$ cat src/rtl/exb3_result_stage_pkg.sv
// Shared definitions for the EX3 result stage: memory status codes, deferred
// source kinds, fault codes, the null register ID and the load-op encoding.
package exb3_result_stage_pkg;

  localparam int         GPR_W_DEF  = 7;
  localparam logic [6:0] ZZR_ID_DEF = 7'h3F;

  // UMEM_OK status codes returned by the L1 alongside load data
  localparam logic [1:0] UMEM_OK_READY = 2'b00;
  localparam logic [1:0] UMEM_OK_OK    = 2'b01;
  localparam logic [1:0] UMEM_OK_HOLD  = 2'b10;
  localparam logic [1:0] UMEM_OK_FAULT = 2'b11;

  // Where a deferred EX2 result gets its final value
  localparam logic [1:0] KIND_NONE = 2'd0;
  localparam logic [1:0] KIND_MEM  = 2'd1;
  localparam logic [1:0] KIND_FPU  = 2'd2;
  localparam logic [1:0] KIND_KRR  = 2'd3;

  // exFaultCode values
  localparam logic [1:0] FAULT_NONE = 2'd0;
  localparam logic [1:0] FAULT_MEM  = 2'd1;
  localparam logic [1:0] FAULT_TMO  = 2'd2;

  // Load op: [1:0] access size, [2] zero-extend instead of sign-extend
  localparam logic [1:0] LD_SZ_B    = 2'd0;
  localparam logic [1:0] LD_SZ_W    = 2'd1;
  localparam logic [1:0] LD_SZ_L    = 2'd2;
  localparam logic [1:0] LD_SZ_Q    = 2'd3;
  localparam int         LD_UNS_BIT = 2;

  typedef enum logic [1:0] {
    ST_RUN  = 2'd0,
    ST_WAIT = 2'd1,
    ST_FLT  = 2'd2
  } exb3State_t;

endpackage

$ cat src/rtl/exb3_result_stage_if.sv
// Lane-side bundle of the EX3 result stage: EX2 result in, deferred sources
// in, writeback and hold/fault status out.
interface exb3_result_stage_if #(
  parameter int GPR_W = 7
);
  logic             pipeHold;
  logic             opBraFlush;
  logic [GPR_W-1:0] ex2IdRn;
  logic [63:0]      ex2ValRn;
  logic             ex2Held;
  logic [1:0]       ex2Kind;
  logic [2:0]       ex2LdOp;
  logic [63:0]      memDataIn;
  logic [1:0]       memOk;
  logic [63:0]      fpuVecRes;
  logic             fpuVecOk;
  logic [63:0]      krrRes;
  logic [GPR_W-1:0] regIdRn3;
  logic [63:0]      regValRn3;
  logic             exHold;
  logic             regHeld3;
  logic             exFault;
  logic [1:0]       exFaultCode;

  modport master (
    output pipeHold, opBraFlush, ex2IdRn, ex2ValRn, ex2Held, ex2Kind, ex2LdOp,
           memDataIn, memOk, fpuVecRes, fpuVecOk, krrRes,
    input  regIdRn3, regValRn3, exHold, regHeld3, exFault, exFaultCode
  );

  modport slave (
    input  pipeHold, opBraFlush, ex2IdRn, ex2ValRn, ex2Held, ex2Kind, ex2LdOp,
           memDataIn, memOk, fpuVecRes, fpuVecOk, krrRes,
    output regIdRn3, regValRn3, exHold, regHeld3, exFault, exFaultCode
  );
endinterface

$ cat src/rtl/exb3_result_stage_load_extract.sv
// Size/sign extraction of right-aligned L1 load data according to the load op.
module exb3_load_extract
  import exb3_result_stage_pkg::*;
(
  input  logic [63:0] memData,
  input  logic [2:0]  ldOp,
  output logic [63:0] ldVal
);

  function automatic logic [63:0] extendField(input logic [63:0] raw,
                                              input logic [1:0]  size,
                                              input logic        uns);
    logic [63:0] res;
    res = raw;
    case (size)
      LD_SZ_B: res = {{56{!uns && raw[7]}},  raw[7:0]};
      LD_SZ_W: res = {{48{!uns && raw[15]}}, raw[15:0]};
      LD_SZ_L: res = {{32{!uns && raw[31]}}, raw[31:0]};
      default: res = raw;
    endcase
    return res;
  endfunction

  // Pure combinational extraction; quadword loads pass straight through
  always_comb ldVal = extendField(memData, ldOp[1:0], ldOp[LD_UNS_BIT]);

endmodule

$ cat src/rtl/exb3_result_stage.sv
// EX3 result stage for execute lanes 2+: registers the EX2 result, completes
// deferred results (load, FPU vector, keyring), stalls the pipe while a
// deferred source is not ready and turns an overlong wait into a fault.
module exb3_result_stage
  import exb3_result_stage_pkg::*;
#(
  parameter int               GPR_W    = GPR_W_DEF,
  parameter logic [GPR_W-1:0] ZZR_ID   = GPR_W'(ZZR_ID_DEF),
  parameter int               WAIT_MAX = 255
) (
  input  logic clock,
  input  logic reset,
  exb3_result_stage_if.slave bus
);

  localparam int               CNT_W      = $clog2(WAIT_MAX + 1);
  localparam logic [CNT_W-1:0] WAIT_LIMIT = CNT_W'(WAIT_MAX);

  logic [GPR_W-1:0] idRn_p1;
  logic [63:0]      valRn_p1;
  logic             held_p1;
  logic [1:0]       kind_p1;
  logic [2:0]       ldOp_p1;

  exb3State_t       state, stateNext;
  logic [CNT_W-1:0] waitCnt, waitCntNext, cntStep;
  logic             faultLatch;

  logic [63:0]      ldVal, srcVal;
  logic             srcWait, srcFault;
  logic             holdReq, faultPulse, advance;
  logic [1:0]       faultCode;
  logic [GPR_W-1:0] idOut;

  exb3_load_extract uLoadExtract (
    .memData (bus.memDataIn),
    .ldOp    (ldOp_p1),
    .ldVal   (ldVal)
  );

  assign advance = !bus.pipeHold && !holdReq;

  // ---- EX2 -> EX3 boundary: stage register, frozen by stalls and own hold
  always_ff @(posedge clock) begin
    if (reset) begin
      idRn_p1  <= ZZR_ID;
      valRn_p1 <= '0;
      held_p1  <= 1'b0;
      kind_p1  <= KIND_NONE;
      ldOp_p1  <= '0;
    end else if (advance) begin
      idRn_p1  <= bus.opBraFlush ? ZZR_ID : bus.ex2IdRn;
      valRn_p1 <= bus.ex2ValRn;
      held_p1  <= bus.ex2Held && !bus.opBraFlush;
      kind_p1  <= bus.ex2Kind;
      ldOp_p1  <= bus.ex2LdOp;
    end
  end

  // Resolve the deferred source: final value, not-ready, or memory fault
  always_comb begin
    srcVal   = valRn_p1;
    srcWait  = 1'b0;
    srcFault = 1'b0;
    if (held_p1) begin
      case (kind_p1)
        KIND_MEM: begin
          if (bus.memOk == UMEM_OK_OK)         srcVal   = ldVal;
          else if (bus.memOk == UMEM_OK_FAULT) srcFault = 1'b1;
          else                                 srcWait  = 1'b1;
        end
        KIND_FPU: begin
          if (bus.fpuVecOk) srcVal  = bus.fpuVecRes;
          else              srcWait = 1'b1;
        end
        KIND_KRR: srcVal = bus.krrRes;
        default:  srcVal = valRn_p1;
      endcase
    end
  end

  // Wait FSM next state plus hold/fault outputs; a latched fault kills the
  // instruction still sitting in the register so it cannot fault twice
  always_comb begin
    stateNext   = state;
    waitCntNext = waitCnt;
    holdReq     = 1'b0;
    faultPulse  = 1'b0;
    faultCode   = FAULT_NONE;
    idOut       = idRn_p1;
    cntStep     = (state == ST_WAIT) ? waitCnt + CNT_W'(1) : CNT_W'(1);
    if (faultLatch) begin
      idOut       = ZZR_ID;
      stateNext   = ST_RUN;
      waitCntNext = '0;
    end else if (state == ST_FLT) begin
      idOut       = ZZR_ID;
      faultPulse  = 1'b1;
      faultCode   = srcFault ? FAULT_MEM : FAULT_TMO;
      stateNext   = ST_RUN;
      waitCntNext = '0;
    end else if (srcFault) begin
      idOut       = ZZR_ID;
      faultPulse  = 1'b1;
      faultCode   = FAULT_MEM;
      stateNext   = ST_RUN;
      waitCntNext = '0;
    end else if (srcWait) begin
      holdReq     = 1'b1;
      waitCntNext = cntStep;
      stateNext   = (cntStep >= WAIT_LIMIT) ? ST_FLT : ST_WAIT;
    end else begin
      stateNext   = ST_RUN;
      waitCntNext = '0;
    end
  end

  // FSM state, wait counter and the one-shot fault latch
  always_ff @(posedge clock) begin
    if (reset) begin
      state      <= ST_RUN;
      waitCnt    <= '0;
      faultLatch <= 1'b0;
    end else begin
      state      <= stateNext;
      waitCnt    <= waitCntNext;
      faultLatch <= advance ? 1'b0 : (faultLatch | faultPulse);
    end
  end

  // ---- EX3 outputs
  assign bus.regIdRn3    = idOut;
  assign bus.regValRn3   = srcVal;
  assign bus.exHold      = holdReq;
  assign bus.regHeld3    = holdReq;
  assign bus.exFault     = faultPulse;
  assign bus.exFaultCode = faultCode;

endmodule

$ cat src/flat_wrapper.sv
// flat-port wrapper written by rule: the top's interface ports become plain ports
module exb3_result_stage_flat import exb3_result_stage_pkg::*;
#(
  parameter int               GPR_W    = GPR_W_DEF,
  parameter logic [GPR_W-1:0] ZZR_ID   = GPR_W'(ZZR_ID_DEF),
  parameter int               WAIT_MAX = 255
)
  (clock, reset, bus_pipeHold, bus_opBraFlush, bus_ex2IdRn, bus_ex2ValRn, bus_ex2Held, bus_ex2Kind, bus_ex2LdOp, bus_memDataIn, bus_memOk, bus_fpuVecRes, bus_fpuVecOk, bus_krrRes, bus_regIdRn3, bus_regValRn3, bus_exHold, bus_regHeld3, bus_exFault, bus_exFaultCode);
  exb3_result_stage_if #(.GPR_W(GPR_W)) bus_i ();
  input  logic clock;
  input  logic reset;
  input wire logic [$bits(bus_i.pipeHold)-1:0] bus_pipeHold;
  input wire logic [$bits(bus_i.opBraFlush)-1:0] bus_opBraFlush;
  input wire logic [$bits(bus_i.ex2IdRn)-1:0] bus_ex2IdRn;
  input wire logic [$bits(bus_i.ex2ValRn)-1:0] bus_ex2ValRn;
  input wire logic [$bits(bus_i.ex2Held)-1:0] bus_ex2Held;
  input wire logic [$bits(bus_i.ex2Kind)-1:0] bus_ex2Kind;
  input wire logic [$bits(bus_i.ex2LdOp)-1:0] bus_ex2LdOp;
  input wire logic [$bits(bus_i.memDataIn)-1:0] bus_memDataIn;
  input wire logic [$bits(bus_i.memOk)-1:0] bus_memOk;
  input wire logic [$bits(bus_i.fpuVecRes)-1:0] bus_fpuVecRes;
  input wire logic [$bits(bus_i.fpuVecOk)-1:0] bus_fpuVecOk;
  input wire logic [$bits(bus_i.krrRes)-1:0] bus_krrRes;
  output wire logic [$bits(bus_i.regIdRn3)-1:0] bus_regIdRn3;
  output wire logic [$bits(bus_i.regValRn3)-1:0] bus_regValRn3;
  output wire logic [$bits(bus_i.exHold)-1:0] bus_exHold;
  output wire logic [$bits(bus_i.regHeld3)-1:0] bus_regHeld3;
  output wire logic [$bits(bus_i.exFault)-1:0] bus_exFault;
  output wire logic [$bits(bus_i.exFaultCode)-1:0] bus_exFaultCode;
  assign bus_i.pipeHold = bus_pipeHold;
  assign bus_i.opBraFlush = bus_opBraFlush;
  assign bus_i.ex2IdRn = bus_ex2IdRn;
  assign bus_i.ex2ValRn = bus_ex2ValRn;
  assign bus_i.ex2Held = bus_ex2Held;
  assign bus_i.ex2Kind = bus_ex2Kind;
  assign bus_i.ex2LdOp = bus_ex2LdOp;
  assign bus_i.memDataIn = bus_memDataIn;
  assign bus_i.memOk = bus_memOk;
  assign bus_i.fpuVecRes = bus_fpuVecRes;
  assign bus_i.fpuVecOk = bus_fpuVecOk;
  assign bus_i.krrRes = bus_krrRes;
  assign bus_regIdRn3 = bus_i.regIdRn3;
  assign bus_regValRn3 = bus_i.regValRn3;
  assign bus_exHold = bus_i.exHold;
  assign bus_regHeld3 = bus_i.regHeld3;
  assign bus_exFault = bus_i.exFault;
  assign bus_exFaultCode = bus_i.exFaultCode;
  exb3_result_stage #(.GPR_W(GPR_W), .ZZR_ID(ZZR_ID), .WAIT_MAX(WAIT_MAX)) u_core (.clock(clock), .reset(reset), .bus(bus_i));
endmodule
$ cat config.mk
export PLATFORM = sky130hd
export DESIGN_NAME = exb3_result_stage_flat
export DESIGN_NICKNAME = d
export VERILOG_FILES = /design/src/rtl/exb3_result_stage_pkg.sv /design/src/rtl/exb3_result_stage_if.sv /design/src/rtl/exb3_result_stage_load_extract.sv /design/src/rtl/exb3_result_stage.sv /design/src/flat_wrapper.sv
export SDC_FILE = /design/constraint.sdc
export NUM_CORES = 1
export LEC_CHECK = 0
export ABC_CLOCK_PERIOD_IN_PS = 2100
export CAP_MARGIN = 40
export CORE_AREA = 2 2 136 138
export CTS_CLUSTER_SIZE = 8
export DETAILED_ROUTE_END_ITERATION = 16
export DIE_AREA = 0 0 138 140
export PLACE_DENSITY = 0.88
export SKIP_LAST_GASP = 1
export SYNTH_ARGS = -nofsm -noshare
export SYNTH_HDL_FRONTEND = slang
export SYNTH_HIERARCHICAL = 1
export SYNTH_SLANG_ARGS = --single-unit
export TNS_END_PERCENT = 5
$ cat constraint.sdc
create_clock -name clock -period 2.1 [get_ports clock]
set_input_delay 0.21 -clock clock [delete_from_list [all_inputs] [get_ports clock]]
set_output_delay 0.21 -clock clock [all_outputs]
set_load 0.1 [all_outputs]
==> metrics.txt <==
Hold EP=u_core/idRn_p1[0]$_SDFFE_PP1P_; via total after detailed routing=8907; router iterations before antenna repair=5; CTS buffer count=9; largest net degree at the start of global routing=76; Reg2Reg Launch Point=u_core/kind_p1[1]$_SDFFE_PP0P_; CP peak stage delay=0.40 ns; Root Driver=clkbuf_16; Final Max Tran Viols=0; core area=17800 sq um; Synth Instances=889; crit path buf inv count=4; internal power component=3.69 mW; DRT iter0 DRCs=946; fin area=11800 sq um; Starting Density=0.373; sequential group share of total power=0.315; worst min path class=primary input to flip-flop; top-count cell post-synth=nand3_1; worst reg-to-reg setup slack=0.07 ns; Setup Crit Path Kind=flip-flop to output port; Top FF cell, synth=dfxtp_1; Leakage=4.19 nW; Worst-Margin Slew=0.430 ns; Layout Nets=1469; Req. time, crit path=1.89 ns; Logic pwr share=0.420; initial antenna violation count=0; mapped cell area=6640 sq um; first-pass GRT wire length=47200 um; run status=complete, but fails checks; share of the synthesized area in the top cell type=0.266; Clock Skews=0.00707 ns; Power per Cell Area=492 nW/um^2; number of cells on the worst reg-to-reg path=9; FMAX=409 MHz; CP delay by family, top=buffers and inverters; most frequent CP cell=buf_12; Die Y=140 um; die area=19300 sq um; buffers added on ports=351; Layout area overhead=77.2%; critical path capture point type=output port; r2r endpoint=u_core/idRn_p1[4]$_SDFFE_PP1P_; final core utilization=0.661; clk sinks=88; CP max stage cell=a221o_1; clock transition at the registers of the reported paths=0.07 ns; Top Ports=352; Worst VDD drop=0.379 mV; share of cells above drive strength 1=0.162; max-cap violation count=0; EDFF count, synth=0; Net Switching=2.08 mW; Ant. Diodes=0; fillers=1448; clock tree buffer depth=2; final hold violations=0; Worst Hold Depth=3; crit path DAT=2.24 ns; final non-filler cell total=1421; HP Start=reset; Switching Fraction=0.361; Rel. slew slack=0.714; Clock Latency Late Sink=0.35 ns; Die W=138 um; fin worst setup slack=-0.347 ns; crit path max fanout=27; Placed Area=11200 sq um; vias in the first global route=8515; CP cell instances=inv_2 -> ha_2 -> nand2b_4 -> buf_4 -> or2_4 -> buf_12 -> a221o_1 -> buf_12; hpwl dp=21100 um; Seq cells post-synth=88; total wire length=30600 um; Row Count=49; unrepaired setup endpoints after global routing=yes; setup slack at placement=-0.140 ns; TritonCTS clock tree=done; final cycle utilization of the critical path=1.17; clock network power share=0.265; Final Critical Period=2.45 ns; Hold Buf Count CTS=0; overall power=5.78 mW; Avg Inst Size Synth=7.46 sq um; Syn Nets=1170; post-route setup TNS=-22.38 ns; dominant cell type by area after synthesis=dfxtp_1; detailed-route vias per instance=6.27; CP Launch Type=flip-flop; Max H-tree Level=3; final setup violation count=74; DP Cell Count=1396; GRT Overall Usage=0.300; violated checks=negative setup slack; DRT antenna net count=0; post-synthesis sequential area ratio=0.266; synth top area cells=dfxtp_1 (27%), a221o_1 (9.7%), a22o_1 (8.4%), nand3_1 (8.1%), a22oi_1 (7.4%); GP Congestion=0.879; GRT overflow=0; Ys Warns=6; asr flop ratio synth=0; Min Hold Slack=0.240 ns; drc violations=0; DR WL/cell=21.5 um; top post-synthesis cells by count=nand3_1 (107), dfxtp_1 (88), nor2_1 (79); Yosys cell types=45
layer usage:
layer,up-vias,routed length (um),track usage
li1,4014,-,-
met1,4258,12200,0.379
met2,544,14600,0.503
met3,91,2640,0.0619
met4,0,1170,0.122
met5,-,0,0
sequential cells by signal (all words and copies together) (netlist names):
signal	count
u_core/idRn_p1	7
u_core/held_p1	1
u_core/faultLatch	1
u_core/kind_p1	2
u_core/valRn_p1	64
u_core/state	2
u_core/waitCnt	8
u_core/ldOp_p1	3
power by group through the flow:
| stage | combinational [mW] | sequential, mW | clock (mW) |
|---|---|---|---|
| 2_1_floorplan | 1.24 | 1.83 | 0 |
| 3_3_place_gp | 2.33 | 1.85 | 0 |
| 3_5_place_dp | 2.35 | 1.85 | 0 |
| 4_1_cts | 2.41 | 1.81 | 1.57 |
| 5_1_grt | 2.53 | 1.83 | 1.62 |
| 6_report | 2.43 | 1.82 | 1.53 |
cell type report:
class                      count  area, sq um  area share
timing repair buffer         410         5050       0.430
inverter                       8         32.5     0.00277
sequential                    88         1770       0.150
multi-input combinational    671         4350       0.370
clock inverter                 6         46.3     0.00394
clock buffer                   9          225      0.0192
tap                          229          287      0.0244
worst max-delay path by stage:
stage | from | endpoint | slack (ns) | cells after the start
4_1_cts | u_core/kind_p1[0]$_SDFFE_PP0P_ | bus_regValRn3[49] | -0.36 | 8
6_report | u_core/kind_p1[0]$_SDFFE_PP0P_ | bus_regValRn3[38] | -0.35 | 8
3_3_place_gp | u_core/kind_p1[1]$_SDFFE_PP0P_ | bus_regValRn3[51] | -0.10 | 9
3_5_place_dp | bus_memDataIn[31] | bus_regValRn3[49] | -0.14 | 7
5_1_grt | u_core/ldOp_p1[0]$_SDFFE_PP0P_ | bus_regValRn3[49] | -0.38 | 7
2_1_floorplan | u_core/kind_p1[1]$_SDFFE_PP0P_ | bus_exFault | -0.39 | 6
kinds of logic (layout without fill, tap and decap cells):
group / Yosys count / in the layout / synth area share
fa+ha+maj: 5 / 5 / 0.00943
xor+xnor: 4 / 4 / 0.00528
flops: 88 / 88 / 0.266
simple gates: 251 / 251 / 0.179
compound gates: 404 / 404 / 0.434
buf+inv: 130 / 433 / 0.0958
mux: 7 / 7 / 0.0106
worst register-to-register path, stage by stage, from the launching register on:
cell       delay [ns]
dfxtp_2          0.34
buf_4            0.14
ha_1             0.19
nor2b_1          0.16
buf_4            0.15
o2111ai_4        0.27
inv_4            0.08
buf_12           0.17
nor2_4           0.22
mux2i_1          0.24
timing repair:
item | 4_1_cts | 5_1_grt
buffers inserted | 8 | 0
resized for setup | 12 | 18
gates cloned | 3 | 1
pin swaps | 12 | 22
setup endpoints to repair | 74 | 87
cell usage in the layout, fill, tap and decap left out, types with 9 or more instances in the layout:
master             n
o21ai_1           75
o211ai_1          32
a21oi_1           73
a221o_1           64
o21ai_0           20
buf_4             28
a22oi_2           10
a22oi_1           55
dfxtp_1           85
a22o_1            64
buf_12            96
nand3_1          107
clkbuf_16         10
nor2_1            76
clkdlybuf4s50_1  273
buf_6              9
nand2_1           27
No activity file was read; power rests on OpenSTA's default activity.
